==> src/rtl/counter_pkg.sv <==
// Shared types and control-word layout for the counter / capture slice.
package counter_pkg;

  localparam int unsigned CTRL_WIDTH = 8;
  localparam int unsigned CTRL_EDGE  = 0;
  localparam int unsigned CTRL_CONT  = 1;

  typedef enum logic [1:0] {
    StIdle,
    StArmed,
    StMeasure,
    StHold
  } state_e;

endpackage

==> src/rtl/counter_capture_if.sv <==
// Control/result bundle between the capture block and its register-side consumer.
interface counter_capture_if #(
  parameter int unsigned WIDTH = 8
);

  logic                             enable;
  logic                             signal_in;
  logic [counter_pkg::CTRL_WIDTH-1:0] control;
  logic                             ack;
  logic [WIDTH-1:0]                 period_out;
  logic                             valid;
  logic                             overflow;
  logic                             overrun;

  modport master (
    output enable, signal_in, control, ack,
    input  period_out, valid, overflow, overrun
  );

  modport slave (
    input  enable, signal_in, control, ack,
    output period_out, valid, overflow, overrun
  );

endinterface

==> src/rtl/sync_edge_detect.sv <==
// Synchronises an asynchronous pin and emits a one-cycle pulse on the selected edge,
// suppressed for SYNC_STAGES+1 cycles after reset release.
module sync_edge_detect #(
  parameter int unsigned SYNC_STAGES = 2
) (
  input  logic clk,
  input  logic reset,
  input  logic signal_i,
  input  logic rise_sel_i,
  output logic edge_o
);

  localparam int unsigned MaskCycles = SYNC_STAGES + 1;
  localparam int unsigned MaskW      = $clog2(MaskCycles + 1);
  localparam logic [MaskW-1:0] MaskDone = MaskW'(MaskCycles);

  logic [SYNC_STAGES-1:0] sync_q;
  logic                   prev_q;
  logic [MaskW-1:0]       mask_q;
  logic                   sync_out;
  logic                   mask_done;

  assign sync_out  = sync_q[SYNC_STAGES-1];
  assign mask_done = (mask_q == MaskDone);

  always_ff @(posedge clk or negedge reset) begin
    if (!reset) begin
      sync_q <= '0;
      prev_q <= 1'b0;
      mask_q <= '0;
    end else begin
      sync_q <= {sync_q[SYNC_STAGES-2:0], signal_i};
      prev_q <= sync_out;
      if (!mask_done) begin
        mask_q <= mask_q + MaskW'(1);
      end
    end
  end

  // Mask hides the false rising edge seen when the pin is already high at reset release.
  assign edge_o = mask_done & (rise_sel_i ? (sync_out & ~prev_q) : (~sync_out & prev_q));

endmodule

==> src/rtl/counter_capture.sv <==
// Input-capture block: measures clk cycles between consecutive selected edges of
// signal_in and reports them over a valid/ack handshake with sticky status.
module counter_capture
  import counter_pkg::*;
#(
  parameter int unsigned WIDTH       = 8,
  parameter int unsigned SYNC_STAGES = 2
) (
  input logic              clk,
  input logic              reset,
  counter_capture_if.slave bus
);

  localparam logic [WIDTH-1:0] CntMax = '1;

  state_e           state_q;
  logic [WIDTH-1:0] cnt_q;
  logic [WIDTH-1:0] period_q;
  logic             valid_q;
  logic             overflow_q;
  logic             overrun_q;

  logic edge_hit;
  logic capture;
  logic saturate;
  logic unused_ctrl;

  assign unused_ctrl = ^bus.control[CTRL_WIDTH-1:2];

  sync_edge_detect #(
    .SYNC_STAGES(SYNC_STAGES)
  ) u_edge (
    .clk       (clk),
    .reset     (reset),
    .signal_i  (bus.signal_in),
    .rise_sel_i(bus.control[CTRL_EDGE]),
    .edge_o    (edge_hit)
  );

  assign capture  = (state_q == StMeasure) && edge_hit;
  assign saturate = (state_q == StMeasure) && !edge_hit && (cnt_q == CntMax);

  always_ff @(posedge clk or negedge reset) begin
    if (!reset) begin
      state_q    <= StIdle;
      cnt_q      <= '0;
      period_q   <= '0;
      valid_q    <= 1'b0;
      overflow_q <= 1'b0;
      overrun_q  <= 1'b0;
    end else if (!bus.enable) begin
      // period_q deliberately retained so software can still read the last result.
      state_q    <= StIdle;
      cnt_q      <= '0;
      valid_q    <= 1'b0;
      overflow_q <= 1'b0;
      overrun_q  <= 1'b0;
    end else begin
      unique case (state_q)
        StIdle: state_q <= StArmed;
        StArmed: begin
          if (edge_hit) begin
            cnt_q   <= WIDTH'(1);
            state_q <= StMeasure;
          end
        end
        StMeasure: begin
          if (edge_hit) begin
            period_q <= cnt_q;
            if (bus.control[CTRL_CONT]) begin
              cnt_q <= WIDTH'(1);
            end else begin
              state_q <= StHold;
            end
          end else if (cnt_q == CntMax) begin
            cnt_q   <= '0;
            state_q <= StArmed;
          end else begin
            cnt_q <= cnt_q + WIDTH'(1);
          end
        end
        StHold: begin
          if (bus.ack) begin
            state_q <= StArmed;
          end
        end
        default: state_q <= StIdle;
      endcase

      // Set beats clear; a capture coinciding with ack is not an overrun.
      if (capture) begin
        valid_q <= 1'b1;
      end else if (bus.ack) begin
        valid_q <= 1'b0;
      end

      if (capture && valid_q && !bus.ack) begin
        overrun_q <= 1'b1;
      end else if (bus.ack) begin
        overrun_q <= 1'b0;
      end

      if (saturate) begin
        overflow_q <= 1'b1;
      end else if (bus.ack) begin
        overflow_q <= 1'b0;
      end
    end
  end

  assign bus.period_out = period_q;
  assign bus.valid      = valid_q;
  assign bus.overflow   = overflow_q;
  assign bus.overrun    = overrun_q;

endmodule

==> src/flat_wrapper.sv <==
// flat-port wrapper written by rule: the top's interface ports become plain ports
module counter_capture_flat import counter_pkg::*;
#(
  parameter int unsigned WIDTH       = 8,
  parameter int unsigned SYNC_STAGES = 2
)
  (clk, reset, bus_enable, bus_signal_in, bus_control, bus_ack, bus_period_out, bus_valid, bus_overflow, bus_overrun);
  counter_capture_if #(.WIDTH(WIDTH)) bus_i ();
  input logic clk;
  input logic reset;
  input wire logic [$bits(bus_i.enable)-1:0] bus_enable;
  input wire logic [$bits(bus_i.signal_in)-1:0] bus_signal_in;
  input wire logic [$bits(bus_i.control)-1:0] bus_control;
  input wire logic [$bits(bus_i.ack)-1:0] bus_ack;
  output wire logic [$bits(bus_i.period_out)-1:0] bus_period_out;
  output wire logic [$bits(bus_i.valid)-1:0] bus_valid;
  output wire logic [$bits(bus_i.overflow)-1:0] bus_overflow;
  output wire logic [$bits(bus_i.overrun)-1:0] bus_overrun;
  assign bus_i.enable = bus_enable;
  assign bus_i.signal_in = bus_signal_in;
  assign bus_i.control = bus_control;
  assign bus_i.ack = bus_ack;
  assign bus_period_out = bus_i.period_out;
  assign bus_valid = bus_i.valid;
  assign bus_overflow = bus_i.overflow;
  assign bus_overrun = bus_i.overrun;
  counter_capture #(.WIDTH(WIDTH), .SYNC_STAGES(SYNC_STAGES)) u_core (.clk(clk), .reset(reset), .bus(bus_i));
endmodule
==> config.mk <==
export PLATFORM = sky130hd
export DESIGN_NAME = counter_capture_flat
export DESIGN_NICKNAME = d
export VERILOG_FILES = /design/src/rtl/counter_pkg.sv /design/src/rtl/counter_capture_if.sv /design/src/rtl/sync_edge_detect.sv /design/src/rtl/counter_capture.sv /design/src/flat_wrapper.sv
export SDC_FILE = /design/constraint.sdc
export NUM_CORES = 1
export LEC_CHECK = 0
export CAP_MARGIN = 40
export CELL_PAD_IN_SITES_DETAIL_PLACEMENT = 0
export CELL_PAD_IN_SITES_GLOBAL_PLACEMENT = 1
export CORE_ASPECT_RATIO = 1.4
export CORE_MARGIN = 4
export CORE_UTILIZATION = 42
export CTS_BUF_LIST = sky130_fd_sc_hd__clkbuf_8
export DETAILED_ROUTE_END_ITERATION = 10
export PLACE_DENSITY_LB_ADDON = 0.1
export SYNTH_ARGS = -nofsm -noshare
export SYNTH_HDL_FRONTEND = slang
export SYNTH_SLANG_ARGS = --single-unit
==> constraint.sdc <==
create_clock -name clk -period 2.49 [get_ports clk]
set_input_delay 0.498 -clock clk [delete_from_list [all_inputs] [get_ports clk]]
set_output_delay 0.498 -clock clk [all_outputs]
set_load 0.1 [all_outputs]
* Word level (Yosys, flattened, before mapping)
Index checks and enable logic that the tools add are counted. W data, S select, Z words.
Cells by class: mux-type cells 21, bitwise operators 5, add/sub/neg operators 2, eq/ne operators 14, reductions and logical operators 11
Operators with widths (number):
- $mux W8 | 5
- $pmux W8 S2 | 1
- $mux W2 | 6
- $ne A3 B1 Y1 const B | 4
- $add A8 B1 Y8 const B | 1
- $eq A8 B8 Y1 const B | 1
- $mux W1 | 8
- $ne A4 B4 Y1 const B | 2
- $pmux W2 S4 | 1
- $eq A2 B2 Y1 const B | 3
- $reduce_and A3 Y1 | 2
- $logic_and A1 B1 Y1 | 5
- $ne A4 B3 Y1 const B | 1
- $reduce_and A4 Y1 | 1
- $and A1 B1 Y1 | 3
- $ne A3 B2 Y1 const B | 1
- $ne A3 B3 Y1 const B | 1
- $add A2 B1 Y2 const B | 1
- $eq A2 B1 Y1 const B | 1
- $logic_not A1 Y1 | 2
- $logic_not A2 Y1 | 1
- $not A1 Y1 | 2
Word-level totals: bits in registers 26, word-level logic and storage cells 62, bits of input ports 13

* Longest topological paths before layout
Gate-level depths: netlist of the first run.
word-level depth 9, mapped depth 7

* Modules after synthesis
A second synthesis of the first run with hierarchy kept.
Second synthesis, totals: cells, all modules 112, area total of the unflattened synthesis 1310.0 um^2
By module, submodules not included:
- counter_capture | instances 1, area each 1124.8 um^2, cells each 101
- sync_edge_detect | instances 1, area each 185.2 um^2, cells each 11

* Least setup slack after synthesis of the first run
No wires, ideal clock.
path kind register to register, start register u_core.cnt_q[0], end register u_core.state_q[1], data required time 2365 ps, setup time 125 ps, cell stages (with the launch flop) 8, path slack 664 ps, arrival 1701 ps, clock period less this slack 1826 ps, cells stage by stage dfrtp_1 > ha_1 > and3_1 > buf_4 > and3_4 > a21oi_2 > a221o_1 > mux2_4
On the way: cells in the longest elaborated chain, start to end 3
Ends and longest elaborated chain:
- start: declaration | RTL line counter_capture.sv:17 | logic [WIDTH-1:0] cnt_q;
- start signal: assignment | RTL line counter_capture.sv:79 | cnt_q <= cnt_q + WIDTH'(1);
- $eq A8 B8 Y1 | RTL line counter_capture.sv:75 | end else if (cnt_q == CntMax) begin
- $ne A4 B3 Y1 (no source line)
- $reduce_and A4 Y1 (no source line)
- end signal: assignment | RTL line counter_capture.sv:73 | state_q <= StHold;
- end signal: assignment | RTL line counter_capture.sv:77 | state_q <= StArmed;
- end signal: assignment | RTL line counter_capture.sv:84 | state_q <= StArmed;
- end: declaration | RTL line counter_capture.sv:16 | state_e state_q;
Every way passes these cells. A chain may end at the register's enable or synchronous reset.

* Worst setup path in the final report of the first run
start input port bus_control[0], end register u_core.state_q[1]
On the way: cells in the longest elaborated chain, start to end 5, elaborated cells between the ends (all ways) 9, those cells by class 3 x eq/ne; 4 x mux; 1 x bitwise; 1 x reduce/logical
Ends and longest elaborated chain:
- start: declaration | RTL line flat_wrapper.sv:13 | input wire logic [$bits(bus_i.control)-1:0] bus_control;
- $mux W1 * | RTL line sync_edge_detect.sv:41 | assign edge_o = mask_done & (rise_sel_i ? (sync_out & ~prev_q) : (~sync_out & prev_q));
- $and A1 B1 Y1 * | RTL line sync_edge_detect.sv:41
- $mux W2 | RTL line counter_capture.sv:68 | if (edge_hit) begin
- $pmux W2 S4 | RTL line counter_capture.sv:59 | unique case (state_q)
- $mux W2 | RTL line counter_capture.sv:51 | end else if (!bus.enable) begin
- end signal: assignment | RTL line counter_capture.sv:53 | state_q <= StIdle;
- end signal: assignment | RTL line counter_capture.sv:60 | StIdle: state_q <= StArmed;
- end signal: assignment | RTL line counter_capture.sv:64 | state_q <= StMeasure;
Every way passes the cells marked *; elsewhere a longest branch is shown, timed or not.

==> metrics.txt, run 1 <==
xor-xnor portion of the synthesized cell area 0.00675; crit start category input port; IO Count 24; Setup TNS 0 ns; main combinational cell family by area after synthesis simple AND/OR/NAND/NOR gates; mux contribution to synthesized area 0.0897; Syn Nets approximately 140; Worst Path Required 2.65 ns; Slew @ Worst Pin 0.471 ns; Num CTS Buffers 3; max-slew violations 0; Routed Wire Length 2510 microns; minimum clock period ~2.1 ns; fmax 0.481 GHz; average size of a mapped cell 10.8 sq um; Static Leak 0.727 nW; Fin. Hold Viols 0; switch share 0.343; Filler cells 285; power density over the cells between 700 and 800 nW/um^2; Crit. End Element flop; Synth area leaders dfrtp_1 50%, mux2_2 7.8%, ha_1 4.8%, nand2_1 4.3%, o21ai_1 2.7%; Seq pwr share 0.456; Hold-fix buffers, CTS 0; R2R Path Start u_core.u_edge.mask_q[0]; Max-cap violations 0; Critical Path Fanout Max 7; Antenna Violating Nets Remaining 0; Compound-Gate Fraction of Synth Area 0.149; worst skew pair latency ~0.27 ns; Peak VDD IR 0.382 mV; NetSw roughly 0.37 mW; Max clock buf depth 2; CTS sink count 26; worst hold path endpoint u_core.u_edge.sync_q[1]; slowest CP cell clkdlybuf4s50_1; reg2reg end u_core.state_q[1]; worst-path cell chain clkdlybuf4s50_1, nand4bb_1, and2_1, a21oi_2, a221o_1, mux2_4; RSZ-0062 raised after global routing no; vias in the first global route around 1000; Worst Path Buf+Inv 1; WL/cell 14.2 microns; layout cell share with drive strength beyond 1 0.230; Yosys top cell area share 0.501; overall routing resource usage 0.145; # resized after CTS 0; outcome finished, final reports clean; Final #Nets 158; Setup Crit Path Kind in -> reg; Cell variety after synth 35; Adder-Cell Fraction of Synth Area 0.0482; via/cell ratio 5.55; cells after synthesis 120; Int Pwr 0.708 mW; drt first pass iters 3; Final Cycle Share 0.835; Worst Path Arrival 2.24 ns; Synth area leader dfrtp_1; clock-pin slew on the worst setup and hold paths 0.09 ns; initial antenna violation count 0; Detailed Place HPWL around 1800 microns; #FFs+latches synth 26; die width 55.0 microns; worst hold start u_core.u_edge.sync_q[0]; Clk pwr share 0.248; register area share after synthesis 0.501; delay-heaviest family, CP simple AND/OR/NAND/NOR gates; Post-route DRC 0; R2R setup slack 0.46 ns; CTS tree yes; Iter 0 DRT Violations 17; CTS root buf clkbuf_8; final core utilization 0.529; Reg2Reg Depth 6; Final Worst Setup Slack 0.410 ns; Die Height 73.8 microns; pre-CTS WS ~0.13 ns; delay of the slowest critical-path stage between 0.4 and 0.5 ns; hold depth 0; total vias in the final route 976; headroom to the max-slew limit 0.685; clk_skew 0.00432 ns; Final setup viols 0; effective utilization at floorplan 0.446; final hold slack 0.363 ns; die area 4060 sq um; largest net degree at the start of global routing 27; Diodes inserted 0; IO Port Bufs 17; grt ovf 0; first-pass GRT wire length 4420 microns; H-tree depth 1; simple-gate share of the synthesized area 0.170; yosys warns 0; RePlAce Congestion between 0.7 and 0.8; power share of the combinational group 0.296; area grow syn2layout 18.5%; Post-CTS Setup Inserts 0; cell row count 23; HP Class reg -> reg; core area 2910 sq um; synthesized area about 1300 sq um
## area by class of cell
cell class	instances	area (sq um)	share of cell area
clock buffers	4	55.1	0.0358
multi-input cells	84	602	0.391
repair buffers	20	165	0.107
inverters	5	18.8	0.0122
well taps	37	46.3	0.0301
flip-flops and latches	26	651	0.423
## worst max-delay path by stage
stage,from,endpoint,slack [ns],cells past startpoint
floorplan,u_core.cnt_q[0],u_core.state_q[1],0.66,7
global placement,bus_control[0],u_core.state_q[1],0.15,6
detailed placement,bus_control[0],u_core.state_q[1],0.13,6
CTS,bus_control[0],u_core.state_q[1],0.41,6
global route,bus_control[0],u_core.state_q[1],0.35,6
finish,bus_control[0],u_core.state_q[1],0.41,6
## stage by stage
stage	power [mW]	instance area [sq um]	std cells
4_1_cts	1.09	1540	176
6_report	1.08	1540	176
3_5_place_dp	0.821	1480	172
3_3_place_gp	0.819	1480	172
5_1_grt	1.14	1540	176
2_1_floorplan	0.733	1300	120
## per-layer routing
layer	up-vias	global-route usage	wire length [microns]	part of all wire
met5	-	0	0	0
met4	0	0.0486	36	0.014
met3	5	0.0203	106	0.042
met2	13	0.251	1270	0.51
met1	486	0.178	1090	0.44
li1	472	-	-	-
## worst reg2reg max path, stage by stage, from the launching register on
cell and delay, ns:
dfrtp_1 0.41, ha_1 0.26, nand4bb_1 0.18, and2_1 0.34
a21oi_2 0.11, a221o_1 0.34, mux2_4 0.30
## cells in the final DEF, fill, tap and decap left out, drive strengths merged, types with 2 or more instances in the layout
| cell | n |
|---|---|
| a21o | 3 |
| nand2 | 15 |
| nor3 | 4 |
| dfrtp | 26 |
| and3 | 4 |
| ha | 5 |
| a21oi | 6 |
| or3 | 3 |
| clkdlybuf4s50 | 6 |
| clkbuf | 4 |
| a31oi | 2 |
| mux2 | 10 |
| o21ai | 9 |
| nor2 | 3 |
| nand4b | 2 |
| inv | 5 |
| nand3 | 4 |
| and2 | 2 |
| buf | 14 |
## logic make-up after synthesis
kind of cell / after synthesis
AO/OA/AOI/OAI: 27
AND/OR/NAND/NOR: 41
flip-flops: 26
adder cells (fa/ha/maj): 5
buffers and inverters: 10
XOR/XNOR: 1
multiplexers: 10
## synthesized netlist by cell type (all sizes together)
cell / n
dfrtp: 26
nand2: 15
mux2: 10
o21ai: 9
a21oi: 6
ha: 5
inv: 5
and3: 4
nand3: 4
nor3: 4
a21o: 3
clkbuf: 3
nor2: 3
or3: 3
a31oi: 2
and2: 2
buf: 2
nand4b: 2
a2111oi: 1
a221o: 1
a32o: 1
a32oi: 1
and4: 1
nand4: 1
nand4bb: 1
nor2b: 1
o311ai: 1
o31ai: 1
o32ai: 1
xnor2: 1
## sequential cells by signal, summed over array words and instances, names as in the netlist
signal / count
u_core.u_edge.prev_q: 1
u_core.u_edge.mask_q: 2
u_core.bus.period_out: 8
u_core.bus.overflow: 1
u_core.u_edge.sync_q: 2
u_core.bus.overrun: 1
u_core.cnt_q: 8
u_core.state_q: 2
u_core.bus.valid: 1
## power by group through the flow
stage                     clock network [mW]  registers [mW]  logic [mW]
after global routing                   0.296           0.497       0.344
after floorplan                            0           0.558       0.175
after CTS                              0.277           0.491       0.324
after global placement                     0           0.499       0.321
final                                  0.267           0.491       0.319
after detailed placement                   0           0.500       0.321
Note: power is estimated with default switching activity, not from simulation.
==> run 2, diff against run 1 <==
Clock period 2.49 ns to 2.1 ns, I/O delays scaled along.
==> run 2 against run 1 <==
  * Cell count is 7.4% higher
  * Worst hold slack better by 0.0018 ns
  * Die area unchanged
  * Critical path depth is the same
  * Power increased by 27%
  * Largest power group unchanged
  * Clock power increased by 21%
  * Flip-flop and latch count did not move
  * First-iteration DRC count increased by 110%
==> metrics.txt, run 2 (synthesized netlist as in run 1, its figures left out) <==
Inst Count DP 185 (+7.6%); vias in the first global route 1128 (+11%); effective utilization at floorplan 0.446 (unchanged); NetSw 0.463 mW (+25%); HP Class reg -> reg; minimum clock period 1.96 ns; Post-CTS Setup Inserts 0 (unchanged); die width 55.0 microns (unchanged); Post-Layout Cell Count 189 (+7.4%); Num CTS Buffers 3 (unchanged); via/cell ratio 5.47 (-1.4%); Final #Nets 171 (+8.2%); clock-pin slew on the worst setup and hold paths 0.09 ns (about the same); Worst Path Required 2.26 ns (-0.39 ns); core area 2910 sq um (unchanged); CTS sink count 26 (unchanged); CTS root buf clkbuf_8; Static Leak 0.795 nW (+9.3%); power density over the cells 828 nW/um^2 (+18%); die area 4060 sq um (unchanged); Detailed Place HPWL 2030 microns (+12%); outcome finished, final reports clean; pre-CTS WS -0.144 ns (-0.273 ns); RePlAce Congestion 0.761 (-0.22%); Fin. Hold Viols 0 (unchanged); fmax 0.509 GHz; Int Pwr 0.902 mW (+27%); Antenna Violating Nets Remaining 0 (unchanged); overall routing resource usage 0.162 (+0.0173); initial antenna violation count 0 (unchanged); Peak VDD IR 0.490 mV (+28%); IO Count 24 (unchanged); drt first pass iters 4 (+1); WL/cell 14.2 microns (-0.19%); IO Port Bufs 17 (unchanged); Max clock buf depth 2 (unchanged); Final Cycle Share 0.935; Diodes inserted 0 (unchanged); Iter 0 DRT Violations 36 (+19); Max-cap violations 0 (unchanged); Clk pwr share 0.237 (-0.011); final core utilization 0.567 (+0.0383); Total Power 1.36 mW (+27%); Seq pwr share 0.420 (-0.036); commonest cells after routing, fill and taps aside 26 x buf_4, 26 x dfrtp_1, 15 x nand2_1; largest net degree at the start of global routing 27 (unchanged); H-tree depth 1 (unchanged); clk_skew 0.00113 ns (-0.00318 ns); dpl cell area 1590 sq um (+7.4%); layout cell share with drive strength beyond 1 0.303 (+0.0724); Crit. End Element flop; Routed Wire Length 2690 microns (+7.2%); Slew @ Worst Pin 0.411 ns (-0.0595 ns); cell row count 23 (unchanged); switch share 0.339 (-0.00335); max-slew violations 0 (unchanged); Setup Crit Path Kind reg -> reg; Post-route DRC 0 (unchanged); headroom to the max-slew limit 0.719 (+0.0333); total vias in the final route 1033 (+5.8%); Design Area, Final 1650 sq um (+7.2%); CTS tree yes; Worst Path Arrival 2.12 ns (-0.12 ns); crit start category flop; worst skew pair latency 0.27 ns (about the same); Filler cells 283 (-0.70%); Critical Path Fanout Max 6 (-1); Final setup viols 0 (unchanged); Final Worst Setup Slack 0.137 ns (-0.273 ns); grt ovf 0 (unchanged); RSZ-0062 raised after global routing no; first-pass GRT wire length 4970 microns (+12%); area grow syn2layout 27.1%; Die Height 73.8 microns (unchanged); R2R setup slack 0.14 ns (-0.32 ns); power share of the combinational group 0.343 (+0.047)
run 2: stage by stage:
step	setup TNS [ns]	hold slack [ns]
floorplan	0	0.124
global placement	-0.150	0.338
detailed placement	-0.322	0.349
CTS	0	0.370
global route	0	0.380
finish	0	0.365
run 2: path summary, 6_finish.rpt:
check	start	endpoint	cells after the start
worst min-delay path	u_core.u_edge.sync_q[0]	u_core.u_edge.sync_q[1]	0
min in group asynchronous	reset	u_core.u_edge.mask_q[0]	2
worst max-delay path	u_core.cnt_q[1]	u_core.state_q[1]	6
max in group asynchronous	reset	u_core.bus.overflow	2
worst max register to register	u_core.cnt_q[1]	u_core.state_q[1]	6
worst min register to register	u_core.u_edge.sync_q[0]	u_core.u_edge.sync_q[1]	0
run 2: area by class of cell:
class	count	area, sq um	share of cell area
sequential	26	651	0.395
multi-input combinational	84	603	0.366
timing repair buffer	33	275	0.167
clock buffer	4	55.1	0.0334
tap	37	46.3	0.0281
inverter	5	18.8	0.0114
run 2: repair_timing:
item / 4_1_cts / 5_1_grt
endpoints found under the setup margin: 0 / 1
resized for setup: 0 / 1
hold buffers: 0 / 0
run 2: power groups by stage:
stage	clock, mW	sequential (mW)	combinational (mW)
global route	0.357	0.581	0.511
global placement	0	0.581	0.465
floorplan	0	0.662	0.207
detailed placement	0	0.583	0.469
CTS	0.334	0.573	0.474
finish	0.324	0.573	0.468
run 2: routing by layer:
metal / track usage / share of wire / wire, microns / vias up
met5: 0 / 0 / 0 / -
met4: 0.0486 / 0.012 / 31 / 0
met3: 0.0203 / 0.037 / 100 / 4
met2: 0.282 / 0.52 / 1390 / 21
met1: 0.203 / 0.43 / 1170 / 506
li1: - / - / - / 502
run 2: worst max-delay path: stages (launching register included):
cell,delay (ns)
dfrtp_1,0.41
ha_1,0.21
and3_1,0.28
and3_4,0.24
a21oi_2,0.07
a221o_1,0.33
mux2_4,0.31
==> run 3, diff against run 2 <==
Settings changed: CELL_PAD_IN_SITES_DETAIL_PLACEMENT 0 to 1.
==> run 3 against run 2 <==
  * Flip-flop and latch count stayed put
  * Routed wire length grew 16%
  * Register-to-register slack about the same
  * Global-route usage increased by 2.7 points
  * Fmax shrank 0.36%
  * Highest routed layer unchanged
==> metrics.txt, run 3 (synthesized netlist as in run 1, its figures left out) <==
outcome finished, final reports clean; Post-Layout Cell Count 189 (unchanged); CTS sink count 26 (unchanged); clock-pin slew on the worst setup and hold paths 0.09 ns (about the same); final core utilization 0.567 (unchanged); Setup TNS 0 ns (unchanged); core area 2910 sq um (unchanged); vias in the first global route 1203 (+6.6%); WL/cell 16.5 microns (+16%); Crit. End Element flop; clk_skew 0.00341 ns (+0.00228 ns); commonest cells after routing, fill and taps aside 26 x buf_4, 26 x dfrtp_1, 15 x nand2_1; Inst Count DP 185 (unchanged); first-pass GRT wire length 5530 microns (+11%); Iter 0 DRT Violations 21 (-42%); layout cell share with drive strength beyond 1 0.303 (unchanged); Worst Path Required 2.26 ns (about the same); Peak VDD IR 0.445 mV (-9.2%); via/cell ratio 5.47 (about the same); Max clock buf depth 2 (unchanged); Diodes inserted 0 (unchanged); Detailed Place HPWL 2370 microns (+17%); Filler cells 328 (+16%); minimum clock period 1.97 ns (+0.00718 ns); largest net degree at the start of global routing 27 (unchanged); Final #Nets 171 (unchanged); grt ovf 0 (unchanged); IO Count 24 (unchanged); HP Class reg -> reg; Post-CTS Setup Inserts 0 (unchanged); Final setup viols 0 (unchanged); CTS tree yes; overall routing resource usage 0.189 (+0.0267); IO Port Bufs 17 (unchanged); fmax 0.507 GHz (-0.36%); total vias in the final route 1034 (+0.097%); power density over the cells 836 nW/um^2 (+0.99%); RSZ-0062 raised after global routing no; crit start category flop; Static Leak 0.795 nW (unchanged); effective utilization at floorplan 0.446 (unchanged); CTS root buf clkbuf_8; max-slew violations 0 (unchanged); die width 55.0 microns (unchanged); drt first pass iters 4 (unchanged); Max-cap violations 0 (unchanged); Final Cycle Share 0.938 (+0.00342); Setup Crit Path Kind reg -> reg; Die Height 73.8 microns (unchanged); Critical Path Fanout Max 6 (unchanged); Routed Wire Length 3110 microns (+16%); area grow syn2layout 27.1% (unchanged); worst skew pair latency 0.27 ns (about the same); Antenna Violating Nets Remaining 0 (unchanged); headroom to the max-slew limit 0.742 (+0.0235); RePlAce Congestion 0.761 (unchanged); Slew @ Worst Pin 0.377 ns (-0.0344 ns); cell row count 23 (unchanged); H-tree depth 1 (unchanged); die area 4060 sq um (unchanged); Num CTS Buffers 3 (unchanged); dpl cell area 1590 sq um (unchanged); Worst Path Arrival 2.13 ns (about the same); Post-route DRC 0 (unchanged); Fin. Hold Viols 0 (unchanged); Design Area, Final 1650 sq um (unchanged); initial antenna violation count 0 (unchanged)
[run 3: cell counts in the layout (fill, tap and decap cells not counted)]
Identical to the previous run, type by type.
[run 3: where the power goes]
| part | internal [mW] | leakage, nW | switching (mW) |
|---|---|---|---|
| Sequential | 0.540 | 0.342 | 0.0339 |
| Combinational | 0.194 | 0.424 | 0.285 |
| Clock | 0.168 | 0.0288 | 0.157 |
[run 3: final cells by class]
| class | count | area, sq um | share of cell area |
|---|---|---|---|
| multi-input combinational | 84 | 603 | 0.366 |
| timing repair buffer | 33 | 275 | 0.167 |
| sequential | 26 | 651 | 0.395 |
| inverter | 5 | 18.8 | 0.0114 |
| tap | 37 | 46.3 | 0.0281 |
| clock buffer | 4 | 55.1 | 0.0334 |
[run 3: per-layer routing]
metal  global-route usage  routed length (microns)  share of wire  vias to the layer above
li1                     -                        -              -                      499
met1                0.216                     1250           0.40                      517
met2                0.339                     1720           0.55                       14
met3               0.0223                       88          0.028                        4
met4               0.0784                       53          0.017                        0
met5                    0                        0              0                        -
[run 3: through the flow]
step	total power, mW	hold WS [ns]	worst slack [ns]
finish	1.38	0.367	0.130
global route	1.47	0.380	0.0131
CTS	1.40	0.371	0.0669
detailed placement	1.07	0.349	-0.159
global placement	1.05	0.338	-0.0827
floorplan	0.869	0.124	0.274
[run 3: worst max-delay path: stages (launching register included)]
cell	delay, ns
dfrtp_1	0.41
ha_1	0.21
and3_1	0.29
and3_4	0.25
a21oi_2	0.06
a221o_1	0.34
mux2_4	0.30
[run 3: repair_timing]
action                                  4_1_cts  5_1_grt
hold buffers                                  0        0
endpoints found under the setup margin        0        2
gates resized for setup                       0        1
[run 3: worst paths after layout]
check / start / to / slack (ns) / cells after the start
worst max-delay path: u_core.cnt_q[1] / u_core.state_q[1] / 0.13 / 6
worst min-delay path: u_core.u_edge.sync_q[0] / u_core.u_edge.sync_q[1] / 0.37 / 0
worst max register to register: u_core.cnt_q[1] / u_core.state_q[1] / 0.13 / 6
worst min register to register: u_core.u_edge.sync_q[0] / u_core.u_edge.sync_q[1] / 0.37 / 0
max in group asynchronous: reset / u_core.bus.period_out[6] / 1.32 / 2
min in group asynchronous: reset / u_core.u_edge.mask_q[0] / 0.52 / 2
